==> config.mk <==
export PLATFORM = sky130hd
export DESIGN_NAME = health_manager
export DESIGN_NICKNAME = d
export VERILOG_FILES = /design/src/rtl/health_pkg.sv /design/src/rtl/health_manager_player.sv /design/src/rtl/health_manager.sv
export SDC_FILE = /design/constraint.sdc
export NUM_CORES = 1
export LEC_CHECK = 0
export ABC_AREA = 1
export BUFFER_PORTS_ARGS = -buffer_cell sky130_fd_sc_hd__buf_4
export CAP_MARGIN = 0
export CORE_MARGIN = 2
export CORE_UTILIZATION = 50
export CTS_CLUSTER_SIZE = 25
export DETAILED_ROUTE_END_ITERATION = 10
export PLACE_DENSITY = 0.69
export SYNTH_ARGS = -nofsm -noshare
export SYNTH_HDL_FRONTEND = slang
export SYNTH_HIERARCHICAL = 1
export SYNTH_SLANG_ARGS = --single-unit
export TNS_END_PERCENT = 5
==> constraint.sdc <==
create_clock -name vga_clk -period 2.9 [get_ports vga_clk]
set_clock_uncertainty 0.1 [all_clocks]
set_input_delay 0.145 -clock vga_clk [delete_from_list [all_inputs] [get_ports vga_clk]]
set_output_delay 0.145 -clock vga_clk [all_outputs]
set_load 0.01 [all_outputs]
==> src/rtl/health_pkg.sv <==
// Shared types and defaults for the fighter health manager.
package health_pkg;

  typedef enum logic [1:0] {
    ST_IDLE,
    ST_FIGHT,
    ST_KO
  } state_t;

  localparam logic [1:0] WIN_NONE   = 2'b00;
  localparam logic [1:0] WIN_RYU    = 2'b01;
  localparam logic [1:0] WIN_AKUMA  = 2'b10;
  localparam logic [1:0] WIN_DOUBLE = 2'b11;

  localparam int unsigned MAX_HEALTH_C    = 245;
  localparam int unsigned INVULN_FRAMES_C = 30;

endpackage

==> src/rtl/health_manager_player.sv <==
// One fighter's health: pending damage, saturating subtract, invulnerability
// window and, with HEALTH_DRAIN_ANIM_EN, a draining displayed-health register.
module player_health
  import health_pkg::*;
#(
  parameter int unsigned MAX_HEALTH    = MAX_HEALTH_C,
  parameter int unsigned INVULN_FRAMES = INVULN_FRAMES_C
`ifdef HEALTH_DRAIN_ANIM_EN
  , parameter int unsigned DRAIN_STEP  = 2
`endif
) (
  input  logic       i_clk,
  input  logic       i_rst_n,
  input  logic       i_reload,
  input  logic       i_en,
  input  logic       i_tick,
  input  logic       i_hit,
  input  logic [7:0] i_dmg,
  output logic [7:0] o_true_health,
  output logic [7:0] o_disp_health,
  output logic       o_zero
);

  localparam logic [7:0] MAX_H = 8'(MAX_HEALTH);
  localparam logic [7:0] INV_F = 8'(INVULN_FRAMES);

  logic [8:0] r_pending;
  logic       r_armed;
  logic [7:0] r_invuln;
  logic [7:0] r_true;

  logic       w_accept;
  logic       w_tick;
  logic [8:0] w_sum;
  logic [8:0] w_pend_add;
  logic [7:0] w_true_next;

  assign w_accept    = i_en & i_hit & (r_invuln == '0);
  assign w_tick      = i_en & i_tick;
  assign w_sum       = r_pending + {1'b0, i_dmg};
  assign w_pend_add  = (w_sum > 9'd255) ? 9'd255 : w_sum;
  assign w_true_next = ({1'b0, r_true} <= r_pending) ? '0 : (r_true - r_pending[7:0]);

  // r_armed remembers an accepted hit this frame even when its damage was zero.
  always_ff @(posedge i_clk or negedge i_rst_n) begin
    if (!i_rst_n) begin
      r_true    <= MAX_H;
      r_pending <= '0;
      r_armed   <= 1'b0;
      r_invuln  <= '0;
    end else if (i_reload) begin
      r_true    <= MAX_H;
      r_pending <= '0;
      r_armed   <= 1'b0;
      r_invuln  <= '0;
    end else if (w_tick) begin
      r_true    <= w_true_next;
      r_pending <= w_accept ? {1'b0, i_dmg} : '0;
      r_armed   <= w_accept;
      if (r_armed)             r_invuln <= INV_F;
      else if (r_invuln != '0) r_invuln <= r_invuln - 8'd1;
    end else if (w_accept) begin
      r_pending <= w_pend_add;
      r_armed   <= 1'b1;
    end
  end

  assign o_true_health = r_true;
  assign o_zero        = (w_true_next == '0);

`ifdef HEALTH_DRAIN_ANIM_EN
  localparam logic [7:0] STEP = 8'(DRAIN_STEP);

  logic [7:0] r_disp;
  logic [7:0] w_target;

  // Drain runs on every tick, so the bar keeps falling after the round ends.
  assign w_target = w_tick ? w_true_next : r_true;

  always_ff @(posedge i_clk or negedge i_rst_n) begin
    if (!i_rst_n) begin
      r_disp <= MAX_H;
    end else if (i_reload) begin
      r_disp <= MAX_H;
    end else if (i_tick) begin
      if (r_disp > w_target) begin
        r_disp <= ((r_disp - w_target) > STEP) ? (r_disp - STEP) : w_target;
      end else begin
        r_disp <= w_target;
      end
    end
  end

  assign o_disp_health = r_disp;
`else
  assign o_disp_health = r_true;
`endif

endmodule

==> src/rtl/health_manager.sv <==
// Round FSM and winner logic over two player_health instances.
// Optional displayed-health drain animation: HEALTH_DRAIN_ANIM_EN.
module health_manager
  import health_pkg::*;
#(
  parameter int unsigned MAX_HEALTH    = MAX_HEALTH_C,
  parameter int unsigned INVULN_FRAMES = INVULN_FRAMES_C
`ifdef HEALTH_DRAIN_ANIM_EN
  , parameter int unsigned DRAIN_STEP  = 2
`endif
) (
  input  logic       vga_clk,
  input  logic       Reset_n,
  input  logic       frame_tick,
  input  logic       round_start,
  input  logic       ryu_hit,
  input  logic [7:0] ryu_dmg,
  input  logic       akuma_hit,
  input  logic [7:0] akuma_dmg,
  output logic [7:0] RyuHealth,
  output logic [7:0] AkumaHealth,
  output logic       fight_active,
  output logic       ko,
  output logic [1:0] winner
);

  state_t     r_state;
  state_t     w_state_next;
  logic [1:0] r_winner;
  logic [1:0] w_winner_next;
  logic       w_en;
  logic       w_ryu_zero;
  logic       w_akuma_zero;
  logic [7:0] w_ryu_true;
  logic [7:0] w_akuma_true;

  assign w_en = (r_state == ST_FIGHT);

  player_health #(
    .MAX_HEALTH   (MAX_HEALTH),
    .INVULN_FRAMES(INVULN_FRAMES)
`ifdef HEALTH_DRAIN_ANIM_EN
    , .DRAIN_STEP (DRAIN_STEP)
`endif
  ) u_ryu (
    .i_clk        (vga_clk),
    .i_rst_n      (Reset_n),
    .i_reload     (round_start),
    .i_en         (w_en),
    .i_tick       (frame_tick),
    .i_hit        (ryu_hit),
    .i_dmg        (ryu_dmg),
    .o_true_health(w_ryu_true),
    .o_disp_health(RyuHealth),
    .o_zero       (w_ryu_zero)
  );

  player_health #(
    .MAX_HEALTH   (MAX_HEALTH),
    .INVULN_FRAMES(INVULN_FRAMES)
`ifdef HEALTH_DRAIN_ANIM_EN
    , .DRAIN_STEP (DRAIN_STEP)
`endif
  ) u_akuma (
    .i_clk        (vga_clk),
    .i_rst_n      (Reset_n),
    .i_reload     (round_start),
    .i_en         (w_en),
    .i_tick       (frame_tick),
    .i_hit        (akuma_hit),
    .i_dmg        (akuma_dmg),
    .o_true_health(w_akuma_true),
    .o_disp_health(AkumaHealth),
    .o_zero       (w_akuma_zero)
  );

  always_ff @(posedge vga_clk or negedge Reset_n) begin
    if (!Reset_n) begin
      r_state  <= ST_IDLE;
      r_winner <= WIN_NONE;
    end else begin
      r_state  <= w_state_next;
      r_winner <= w_winner_next;
    end
  end

  // o_zero reflects health after this tick's damage, so KO lands on the same edge.
  always_comb begin
    w_state_next  = r_state;
    w_winner_next = r_winner;
    case (r_state)
      ST_IDLE: begin
        if (round_start) begin
          w_state_next  = ST_FIGHT;
          w_winner_next = WIN_NONE;
        end
      end
      ST_FIGHT: begin
        if (round_start) begin
          w_winner_next = WIN_NONE;
        end else if (frame_tick && (w_ryu_zero || w_akuma_zero)) begin
          w_state_next = ST_KO;
          if (w_ryu_zero && w_akuma_zero) w_winner_next = WIN_DOUBLE;
          else if (w_akuma_zero)          w_winner_next = WIN_RYU;
          else                            w_winner_next = WIN_AKUMA;
        end
      end
      ST_KO: begin
        if (round_start) begin
          w_state_next  = ST_FIGHT;
          w_winner_next = WIN_NONE;
        end
      end
      default: begin
        w_state_next  = ST_IDLE;
        w_winner_next = WIN_NONE;
      end
    endcase
  end

  assign fight_active = (r_state == ST_FIGHT);
  assign ko           = (r_state == ST_KO);
  assign winner       = r_winner;

endmodule

; ---- Word-level counts from Yosys, hierarchy flattened
; Cells that the tools add are included.
; W data, S select, Z words.
[word_totals]
ff_bits = 56
in_bits = 22
output_inout_bits = 20
wordCells = 91
[op_classes]
n_addsub = 6
order_cmp = 4
eq_ne = 6
mux = 40
bitwise_logic = 5
n_reduce_logical = 20
[ops]
columns = operator, count
row1 = $mux W8, 16
row2 = $mux W9, 8
row3 = $logic_not A8 Y1, 4
row4 = $add A9 B8 Y9, 2
row5 = $gt A9 B8 Y1 const B, 2
row6 = $le A8 B9 Y1, 2
row7 = $mux W2, 8
row8 = $reduce_bool A8 Y1, 2
row9 = $sub A8 B1 Y8 const B, 2
row10 = $sub A8 B8 Y8, 2
row11 = $reduce_bool A3 Y1, 4
row12 = $pmux W2 S2, 2
row13 = $mux W1, 6
row14 = $reduce_and A2 Y1, 3
row15 = $and A1 B1 Y1, 5
row16 = $ne A2 B2 Y1 const B, 2
row17 = $ne A3 B3 Y1 const B, 1
row18 = $reduce_and A3 Y1, 1
row19 = $eq A2 B1 Y1 const B, 1
row20 = $eq A2 B2 Y1 const B, 1
row21 = $logic_and A1 B1 Y1, 2
row22 = $logic_not A2 Y1, 1
row23 = $ne A2 B1 Y1 const B, 1
row24 = $reduce_bool A2 Y1, 1
row25 = 2 further kinds, 2

; ---- Depth between registers and ports, before layout
; Gate-level depths: netlist of run 1.
[depth]
depth_word = 8
mapped_depth = 18
depth_no_buf = 18

; ---- Hierarchy
; Netlist of run 1, hierarchy kept.
[by_module_without_submodules]
columns = module, n_inst, cells_each, area_per_inst_um2, seq_area_each_um2
row1 = player_health at u_ryu, 1, 335, 2296.0, 658.1
row2 = player_health at u_akuma, 1, 334, 2294.7, 658.1
row3 = health_manager, 1, 29, 220.2, 100.1

; ---- Least setup slack after synthesis of run 1
; No wires, ideal clock.
[synth_timing]
kind = reg2reg
from = register u_akuma.r_true[0], in the netlist u_akuma/o_disp_health[0]
to = register r_winner[0], in the netlist winner[0]
setup_ps = 117
arrival_ps = 2082
required_ps = 2683
slack_ps = 601
path_stages_with_launch = 18
n_path_buf = 0
period_less_slack_ps = 2299
cell_sequence = dfstp_2 -> inv_1 -> ha_1 -> inv_1 -> fa_1 -> inv_1 -> nor2_1 -> nand2_1 -> nand4_1 -> nand2_1 -> nand3_1 -> nand3_1 -> nor2_1 -> o21ai_2 -> nand2_1 -> nand2_1 -> nand2_1 -> nand2_1
[synth_via]
elab_chain_len = 8
word_cells_on_any_way = 14
cone_classes = 1 x add/sub / 1 x order compare / 1 x eq/ne / 6 x mux / 5 x reduce/logical
[synth_lines]
columns = element, line_no
row1 = "start, declared", health_manager_player.sv:30  ; logic [7:0] r_true;
row2 = "start signal, assigned", health_manager_player.sv:57  ; r_true <= w_true_next;
row3 = $sub A8 B8 Y8 or $le A8 B9 Y1 (tied branches), health_manager_player.sv:42  ; assign w_true_next = ({1'b0, r_true} <= r_pending) ? '0 : (r_true - r_pending[7:0]);
row4 = $mux W8 (*), health_manager_player.sv:42
row5 = $logic_not A8 Y1 (*), health_manager_player.sv:69  ; assign o_zero = (w_true_next == '0);
row6 = named net w_akuma_zero, health_manager.sv:33  ; logic w_akuma_zero;
row7 = $mux W2 or $logic_and A1 B1 Y1 (tied branches), "health_manager.sv:104, health_manager.sv:103"
row8 = $mux W2, health_manager.sv:103  ; if (w_ryu_zero && w_akuma_zero) w_winner_next = WIN_DOUBLE;
row9 = $mux W2, health_manager.sv:101  ; end else if (frame_tick && (w_ryu_zero || w_akuma_zero)) begin
row10 = $mux W2, health_manager.sv:99  ; if (round_start) begin
row11 = $pmux W2 S2, health_manager.sv:91  ; case (r_state)
row12 = "end signal, assigned", health_manager.sv:83  ; r_winner <= w_winner_next;
row13 = "end, declared", health_manager.sv:29  ; logic [1:0] r_winner;
; The timed path passes the listed nets; every way through them passes the cells marked *. The select of a mux whose other input is x is not followed.
; A chain may end at the register's enable or synchronous reset.

; ---- Final worst setup path of run 1
[layout_timing]
from = register u_ryu.r_true[0], in the netlist u_ryu/o_disp_health[0]
to = register r_winner[0], in the netlist winner[0]
[layout_via]
elab_chain_len = 8
word_cells_on_any_way = 13
cone_classes = 1 x add/sub / 1 x order compare / 1 x eq/ne / 5 x mux / 5 x reduce/logical
[layout_lines]
columns = element, line_no
row1 = "start, declared", health_manager_player.sv:30
row2 = "start signal, assigned", health_manager_player.sv:57
row3 = $sub A8 B8 Y8 or $le A8 B9 Y1 (tied branches), health_manager_player.sv:42
row4 = $mux W8 (*), health_manager_player.sv:42
row5 = $logic_not A8 Y1 (*), health_manager_player.sv:69
row6 = named net w_ryu_zero, health_manager.sv:32  ; logic w_ryu_zero;
row7 = $logic_and A1 B1 Y1, health_manager.sv:103
row8 = $mux W2, health_manager.sv:103
row9 = $mux W2, health_manager.sv:101
row10 = $mux W2, health_manager.sv:99
row11 = $pmux W2 S2, health_manager.sv:91
; Marks and branches as above.

==> results list, run 1 <==
- The run finished with clean final reports.
- After routing, the total negative slack on setup checks comes to 0 ns.
* Standby leakage power: between 0.002 and 0.003 uW
* Later-pin clock latency in the skew report: around 0.31 ns
- Pwr per Cell Area: 859.1 nW/um^2
- Placed cell count: 831
- Global routing finished with a remaining overflow of 0.
- Top library cells by usage in the layout, fill and taps aside: sky130_fd_sc_hd__nand2_1 (197), sky130_fd_sc_hd__inv_1 (91), sky130_fd_sc_hd__nor2_1 (88)
- Count of input and output buffers: 41
- Part of the power in combinational logic: slightly above 60%
* Total standard cell area after synthesis: between 4000 and 5000 um^2
* Worst setup margin: 0.3383 ns
* Multi-input logic area: 2851 um^2
- between 40 and 50 I/O pins were placed.
* Die Ht: about 100 um
- Detailed Routing Iterations Pass 1: 5
* Actual transition at the worst max-transition pin: around 0.72 ns
- Net switching power: approximately 2100 uW
* Root Buffer: sky130_fd_sc_hd__clkbuf_8
* Highest ir drop seen on vdd: around 540 uV
* Clock-pin slew on the worst setup and hold paths: around 0.11 ns
* Worst hold slack across all endpoints: 0.07616 ns
- Using the TritonRoute via totals, the vias-per-cell ratio works out to about 5.3.
- Among the stages of the critical path, the cell type that occurs most often is sky130_fd_sc_hd__nand2_1.
- Unrepaired setup endpoints after global routing: no
- CP Buf/Inv Count: 3
- Critical path's slowest cell: sky130_fd_sc_hd__dfstp_2
* Hold Path End: r_state[0]$_DFFE_PN0P_
- Summing all flip-flop and latch instances after layout gives approximately 1400 um^2.
- Most Used Layer, Global Route: met2
- Synth Area per Inst: 6.878 um^2
* Classification of the worst setup path: register to register
- TritonCTS built the clock tree.
* Signal arrival time at the worst endpoint: approximately 2.7 ns
* First DRT Iteration DRCs: between 150 and 200
- Non-Filler Instances: between 800 and 900
- Detailed placement ended at an HPWL of roughly 8.6 mm.
- Final net count: roughly 800
- Share of total power in the clock network: a little under an eighth
- Area growth syn-to-layout: 11.74%
* Number of cells on the worst hold path: 4
- The tightest min-delay check is of the input port to register type.
- The number of antenna diodes in the final layout is 0.
* Setup crit end kind: register
- Global routing consumed, on the met1 layer, around 34% of the routing resources.
* Final-report setup violation count: 0
* Via count of the first global-routing pass: 4271
- For this run, the slowest stage of the critical path takes 0.55 ns.
- The total area inside the core boundary comes to about 9200 um^2.
- Global-route usage over all layers: 23.47%
- Wires add up to 11.02 mm.
- Inserted Clock Buffers: 5
- The startpoint identified for the worst hold timing path is frame_tick.
* Crit start category: register
- Maximum capacitance violations: 0
- Wire length of the first global-routing pass: around 20 mm
- Measured against its own limit, the worst slew margin works out to 51.70%.
- Among cell families on the critical path, the largest total delay comes from simple AND/OR/NAND/NOR gates.
- Crit share post-route: approximately nine tenths
- Largest fanout of any net on the critical path: 4
- Cell Rows: 35
* Vias post-DR: between 4000 and 5000
- In this run the number of H-tree levels came out at 2.
- Yosys printed 6 warnings.
* Average wire per standard cell: about 13 um
* Start of the worst register-to-register path: u_ryu/o_disp_health[0]$_DFFE_PN1P_
- Number of cells traversed by the worst register-to-register path: 17
- Register-to-register path setup slack: between 0.3 and 0.4 ns
- Routability-driven placement finished with a final weighted congestion of between 0.9 and 1.
* Worst endpoint required time: ~3 ns
* Routed Antenna Nets: 0
- Initial antenna violation count: 0
- The die is between 100 and 150 um wide.
- Mapped Nets: between 700 and 800
- Overall die area: 10170 um^2
- Sequential cells account for 27.2% of the total power.
- Met3 demand-to-capacity share in global routing: under 10%
* Met2 Use GR: ~38%
- Fill count: roughly 900
- Most frequent standard cell in the layout excluding fill and tap cells: sky130_fd_sc_hd__nand2_1
- Ordered cell list for the critical path: inv_1 > ha_1 > inv_1 > fa_1 > inv_1 > nor2_1 > nand2_1 > nand4_1 > nand2_1 > nand3_1 > nand3_1 > nor2_1 > o21ai_2 > nand2_1 > nand2_1 > nand2_1 > nand2_1
- Pre-CTS setup slack: about 0.38 ns
- Entering global routing, the biggest net connects 57 pins.
* Max Freq: ~400 MHz
- Shortest period the worst path allows: ~2.6 ns
* Drc violations: 0
* Overall Power: 4503 uW
* Net switching fraction of the power: 47.72%
- The cell count after synthesis came out at slightly below 700.
* Destination of the worst register-to-register timing path: winner[0]$_DFFE_PN0P_
* Final Max Tran Viols: 0
* Final hold violation count: 0
* Ratio of cells with drive above 1 in the final layout: about 16%
* Effective utilization at floorplan: 51.25%
* Internal cell power: ~2400 uW
- Total number of clock tree sinks: 56
* CTS Buffer Depth: 2
-- per-layer routing --
metal,vias to the layer above,part of all wire (%)
li1,2269,-
met1,2044,49
met2,99,46
met3,6,4.5
met4,0,0.67
met5,-,0
-- how the worst max path moves through the flow --
stage | slack [ns] | end | cells past startpoint | start
final | 0.34 | winner[0]$_DFFE_PN0P_ | 17 | u_ryu/o_disp_health[0]$_DFFE_PN1P_
after global routing | 0.09 | winner[0]$_DFFE_PN0P_ | 17 | u_akuma/o_disp_health[0]$_DFFE_PN1P_
after CTS | 0.36 | winner[0]$_DFFE_PN0P_ | 17 | u_akuma/o_disp_health[0]$_DFFE_PN1P_
after detailed placement | 0.38 | winner[0]$_DFFE_PN0P_ | 17 | u_akuma/o_disp_health[0]$_DFFE_PN1P_
after global placement | 0.46 | winner[1]$_DFFE_PN0P_ | 17 | u_akuma/o_disp_health[0]$_DFFE_PN1P_
after floorplan | 0.61 | winner[0]$_DFFE_PN0P_ | 17 | u_akuma/o_disp_health[0]$_DFFE_PN1P_
-- registers in the layout, indices dropped and copies added (netlist names) --
register	flops
u_akuma/r_invuln	8
u_ryu/r_pending	9
winner	2
u_akuma/o_disp_health	8
u_ryu/o_disp_health	8
u_ryu/r_invuln	8
u_ryu/r_armed	1
u_akuma/r_armed	1
r_state	2
u_akuma/r_pending	9
-- power groups by stage --
stage               Clock [uW]  Sequential [uW]  Combinational, uW
global route               571             1260               3160
CTS                        540             1230               2740
finish                     518             1230               2760
floorplan                    0             1220               2080
global placement             0             1230               2640
detailed placement           0             1240               2720
-- worst min-delay path, cell delays in order --
cell	delay, ns
sky130_fd_sc_hd__buf_4	0.13
sky130_fd_sc_hd__o21ai_2	0.07
sky130_fd_sc_hd__o22ai_1	0.06
sky130_fd_sc_hd__inv_1	0.05
-- timing repair --
action / 4_1_cts / 5_1_grt
hold endpoints to repair: 44 / 0
resized for setup: 0 / 0
setup buffers: 0 / 0
hold buffers: 1 / 0
-- cell type report --
type,instances,share of cell area (%)
clock inverter,3,0.8116
multi-input combinational,518,54.40
timing repair buffer,45,6.493
tap,111,2.650
sequential,56,27.02
clock buffer,5,1.313
inverter,102,7.305
-- metrics by stage --
step                cell area (um^2)  utilization [%]
floorplan                       4691                -
global placement                5120            55.94
detailed placement              5120            55.94
CTS                             5241            57.27
global route                    5241            57.27
finish                          5241            57.27
Power figures use the tool's default switching activity.
==> run 2, diff against run 1 <==
--- a/config.mk
+++ b/config.mk
@@ -12,7 +12,7 @@
 export CORE_UTILIZATION = 50
 export CTS_CLUSTER_SIZE = 25
 export DETAILED_ROUTE_END_ITERATION = 10
-export PLACE_DENSITY = 0.69
+export PLACE_DENSITY = 0.71
 export SYNTH_ARGS = -nofsm -noshare
 export SYNTH_HDL_FRONTEND = slang
 export SYNTH_HIERARCHICAL = 1
==> constraint.sdc (replaced) <==
create_clock -name vga_clk -period 2.35 [get_ports vga_clk]
set_clock_uncertainty 0.1 [all_clocks]
set_input_delay 0.1175 -clock vga_clk [delete_from_list [all_inputs] [get_ports vga_clk]]
set_output_delay 0.1175 -clock vga_clk [all_outputs]
set_load 0.01 [all_outputs]
==> run 2 against run 1 <==
Core utilization up 5.0 points. First-iteration DRC count is 8.6% lower. Hold slack lost 0.053 ns. Combinational power rose by 48%. Routed wire length is 7.4% higher. Sequential cell count stayed put. Fmax increased by 10%. Non-clock buffer count up 25.
==> results list, run 2 (same netlist as run 1, synthesis figures left out) <==
* Max Freq: 429.9 MHz (was 390.4 MHz)
* Inserted Clock Buffers: 5 (unchanged)
* Area growth syn-to-layout: 21.58% (was 11.74%)
- Placed cell count: 844 (was 831)
* Outcome: finished, final reports clean (unchanged)
- The number of setup violations in the final report is 0 (unchanged).
- The worst-case headroom to the max-slew limit came to 50.59% (was 51.70%).
* Final Max Tran Viols: 0 (unchanged)
- Ratio of cells with drive above 1 in the final layout: 25.07% (was 16.46%)
* Actual transition at the worst max-transition pin: 0.7385 ns (was 0.7245 ns)
- Global-route usage over all layers: 23.64% (was 23.47%)
* Vias post-DR: 4551 (was 4418)
* Final global-route overflow total: 0 (unchanged)
- Top library cells by usage in the layout, fill and taps aside: sky130_fd_sc_hd__nand2_1 (192), sky130_fd_sc_hd__inv_1 (83), sky130_fd_sc_hd__nor2_1 (83) (was sky130_fd_sc_hd__nand2_1 (197), sky130_fd_sc_hd__inv_1 (91), sky130_fd_sc_hd__nor2_1 (88))
- The switching power as a share of total power came to 48.23% (was 47.72%).
- Pwr per Cell Area: 1091 nW/um^2 (was 859.1 nW/um^2)
- The die area is 10170 um^2 (unchanged).
- Post-route core utilization: 62.31% (was 57.27%)
- The highest fanout seen on the critical path is 6 (was 4).
- Part of the power in combinational logic: 65.7% (was 61.3%)
- Sequential cell fraction of total power: 24.6% (was 27.2%)
* CTS Buffer Depth: 2 (unchanged)
* Unrepaired setup endpoints after global routing: yes (was no)
- CTS HTree Levels: 2 (unchanged)
- The iteration-0 DRC count of the detailed router came to 180 (was 197).
- Highest ir drop seen on vdd: 673.8 uV (was 536.0 uV)
- The global placer's final weighted congestion came to 0.9261 (was 0.9360).
* Total routed wirelength: 11.84 mm (was 11.02 mm)
* Count of input and output buffers: 41 (unchanged)
* Antenna diode instance count: 0 (unchanged)
- CORE AREA: 9153 um^2 (unchanged)
- The vias per cell is 5.261 (was 5.260).
- The starting density of the core came to 51.25% (unchanged).
- The root buffer cell is sky130_fd_sc_hd__clkbuf_8 (unchanged).
- The total number of clock tree sinks came to 56 (unchanged).
- The average routed wire per standard cell came to 13.68 um (was 13.12 um).
- Die width: 100.9 um (unchanged)
* Final net count: 813 (was 788)
* Fill count: 809 (was 895)
- Number of cells on the worst hold path: 5 (was 4)
- The arrival time of data at the critical path endpoint was 2.45 ns (was 2.67 ns).
- Register-to-register path setup slack: 0.02 ns (was 0.34 ns)
* Wire length of the first global-routing pass: 19.44 mm (was 19.53 mm)
- The launch instance of the worst register-to-register path is u_akuma/o_disp_health[7]$_DFFE_PN1P_ (was u_ryu/o_disp_health[0]$_DFFE_PN1P_).
- Cell Rows: 35 (unchanged)
- The critical path startpoint category is a register (unchanged).
* Net switching power: 3001 uW (was 2149 uW)
- Share of total power in the clock network: 9.7% (was 11.5%)
* Die Ht: 100.9 um (unchanged)
- Destination of the worst register-to-register timing path: winner[1]$_DFFE_PN0P_ (was winner[0]$_DFFE_PN0P_)
* Later-pin clock latency in the skew report: 0.33 ns (was 0.31 ns)
* Non-Filler Instances: 865 (was 840)
- Most frequent standard cell in the layout excluding fill and tap cells: sky130_fd_sc_hd__nand2_1 (unchanged)
- Crit share post-route: 98.99% (was 88.33%)
- The I/O pin total was 42 (unchanged).
- Initial antenna violation count: 0 (unchanged)
- Shortest period the worst path allows: 2.326 ns (was 2.562 ns)
* Clock-pin slew on the worst setup and hold paths: 0.12 ns (was 0.11 ns)
- Hold Path End: u_akuma/r_pending[5]$_DFFE_PN0P_ (was r_state[0]$_DFFE_PN0P_)
- The maximum number of pins on one net before global-route repair is 57 (unchanged).
- Worst endpoint required time: 2.47 ns (was 3.01 ns)
- The clock tree from TritonCTS is yes (unchanged).
- The number of global-route vias before repair is 4345 (was 4271).
- Setup crit end kind: register (unchanged)
* Detailed Routing Iterations Pass 1: 5 (unchanged)
* Internal cell power: 3222 uW (was 2354 uW)
* Worst Min Path Start: akuma_dmg[5] (was frame_tick)
- Biggest regs: u_akuma/r_pending: 9 flops, u_ryu/r_pending: 9 flops (unchanged)
- Classification of the worst setup path: register to register (unchanged)
- The hold violation count in the final report came to 0 (unchanged).
- The area of combinational cells with multiple inputs came to 3128 um^2 (was 2851 um^2).
- The worst min-delay path class is input port to register (unchanged).
- HPWL after DPL: 8.870 mm (was 8.626 mm)
- The post-detailed-route DRC marker count came to 0 (unchanged).
- The number of violations of the max-capacitance limit is 0 (unchanged).
* Routed Antenna Nets: 0 (unchanged)
- Number of cells traversed by the worst register-to-register path: 13 (was 17)
- Standby leakage power: 0.002921 uW (was 0.002788 uW)
- FF/Latch Area: 1418 um^2 (was 1416 um^2)
run 2: how the worst max path moves through the flow:
stage                                        to                            startpoint  slack [ns]  depth (start not counted)
final                     winner[1]$_DFFE_PN0P_  u_akuma/o_disp_health[7]$_DFFE_PN1P_        0.02                         13
after CTS                 winner[1]$_DFFE_PN0P_  u_akuma/o_disp_health[2]$_DFFE_PN1P_      0.0004                         15
after global placement    winner[1]$_DFFE_PN0P_  u_akuma/o_disp_health[0]$_DFFE_PN1P_        0.04                         16
after floorplan           winner[0]$_DFFE_PN0P_  u_akuma/o_disp_health[0]$_DFFE_PN1P_        0.06                         17
after detailed placement  winner[1]$_DFFE_PN0P_    u_ryu/o_disp_health[0]$_DFFE_PN1P_        -0.1                         16
after global routing      winner[1]$_DFFE_PN0P_  u_akuma/o_disp_health[0]$_DFFE_PN1P_        -0.1                         18
run 2: final cells by class:
type                       instances  area share [%]
tap                              111           2.435
sequential                        56           24.86
multi-input combinational        518           54.85
clock buffer                       5           1.207
clock inverter                     3          0.5046
inverter                         102           6.757
timing repair buffer              70           9.390
run 2: what timing repair did:
item                                   4_1_cts  5_1_grt
hold buffers                                 1        0
setup buffers                                1       11
gates resized for setup                     18       48
endpoints found under the hold margin       44        0
pin swaps                                   14       23
setup endpoints to repair                    4        5
run 2: worst max-delay path: stages, from the launching register on:
cell                       delay (ns)
sky130_fd_sc_hd__dfstp_2         0.57
sky130_fd_sc_hd__ha_1            0.27
sky130_fd_sc_hd__inv_1           0.11
sky130_fd_sc_hd__nor2_1          0.06
sky130_fd_sc_hd__a21boi_1        0.26
sky130_fd_sc_hd__nand3_4         0.15
sky130_fd_sc_hd__nand3b_1        0.15
sky130_fd_sc_hd__nand3_2         0.11
sky130_fd_sc_hd__nor2_4          0.13
sky130_fd_sc_hd__o21ai_2         0.08
sky130_fd_sc_hd__nand2_1         0.07
sky130_fd_sc_hd__nand2_2         0.05
sky130_fd_sc_hd__nand2_1         0.06
sky130_fd_sc_hd__nand2_1         0.05
run 2: power groups by stage:
| stage | combinational (uW) | clock, uW | sequential [uW] |
|---|---|---|---|
| 3_3_place_gp | 3380 | 0 | 1520 |
| 6_report | 4090 | 602 | 1530 |
| 5_1_grt | 4560 | 665 | 1560 |
| 3_5_place_dp | 3500 | 0 | 1530 |
| 4_1_cts | 3600 | 621 | 1520 |
| 2_1_floorplan | 2570 | 0 | 1510 |
run 2: stage by stage:
step / area, um^2 / total power, uW / TNS (ns) / worst slack (ns) / hold WS, ns
floorplan: 4691 / 4079 / 0 / 0.06420 / -0.2781
global placement: 5218 / 4897 / 0 / 0.04252 / 0.1288
detailed placement: 5218 / 5021 / -0.2088 / -0.09829 / 0.1270
CTS: 5398 / 5734 / 0 / 0.0004468 / 0.02000
global route: 5703 / 6786 / -0.2543 / -0.09903 / 0.03868
finish: 5703 / 6223 / 0 / 0.02383 / 0.02266
run 2: metal layers:
metal  share of wire [%]  track usage (%)
met5                   0                0
met4                0.84            6.639
met3                 4.2            2.843
met2                  48            39.08
met1                  47            32.72
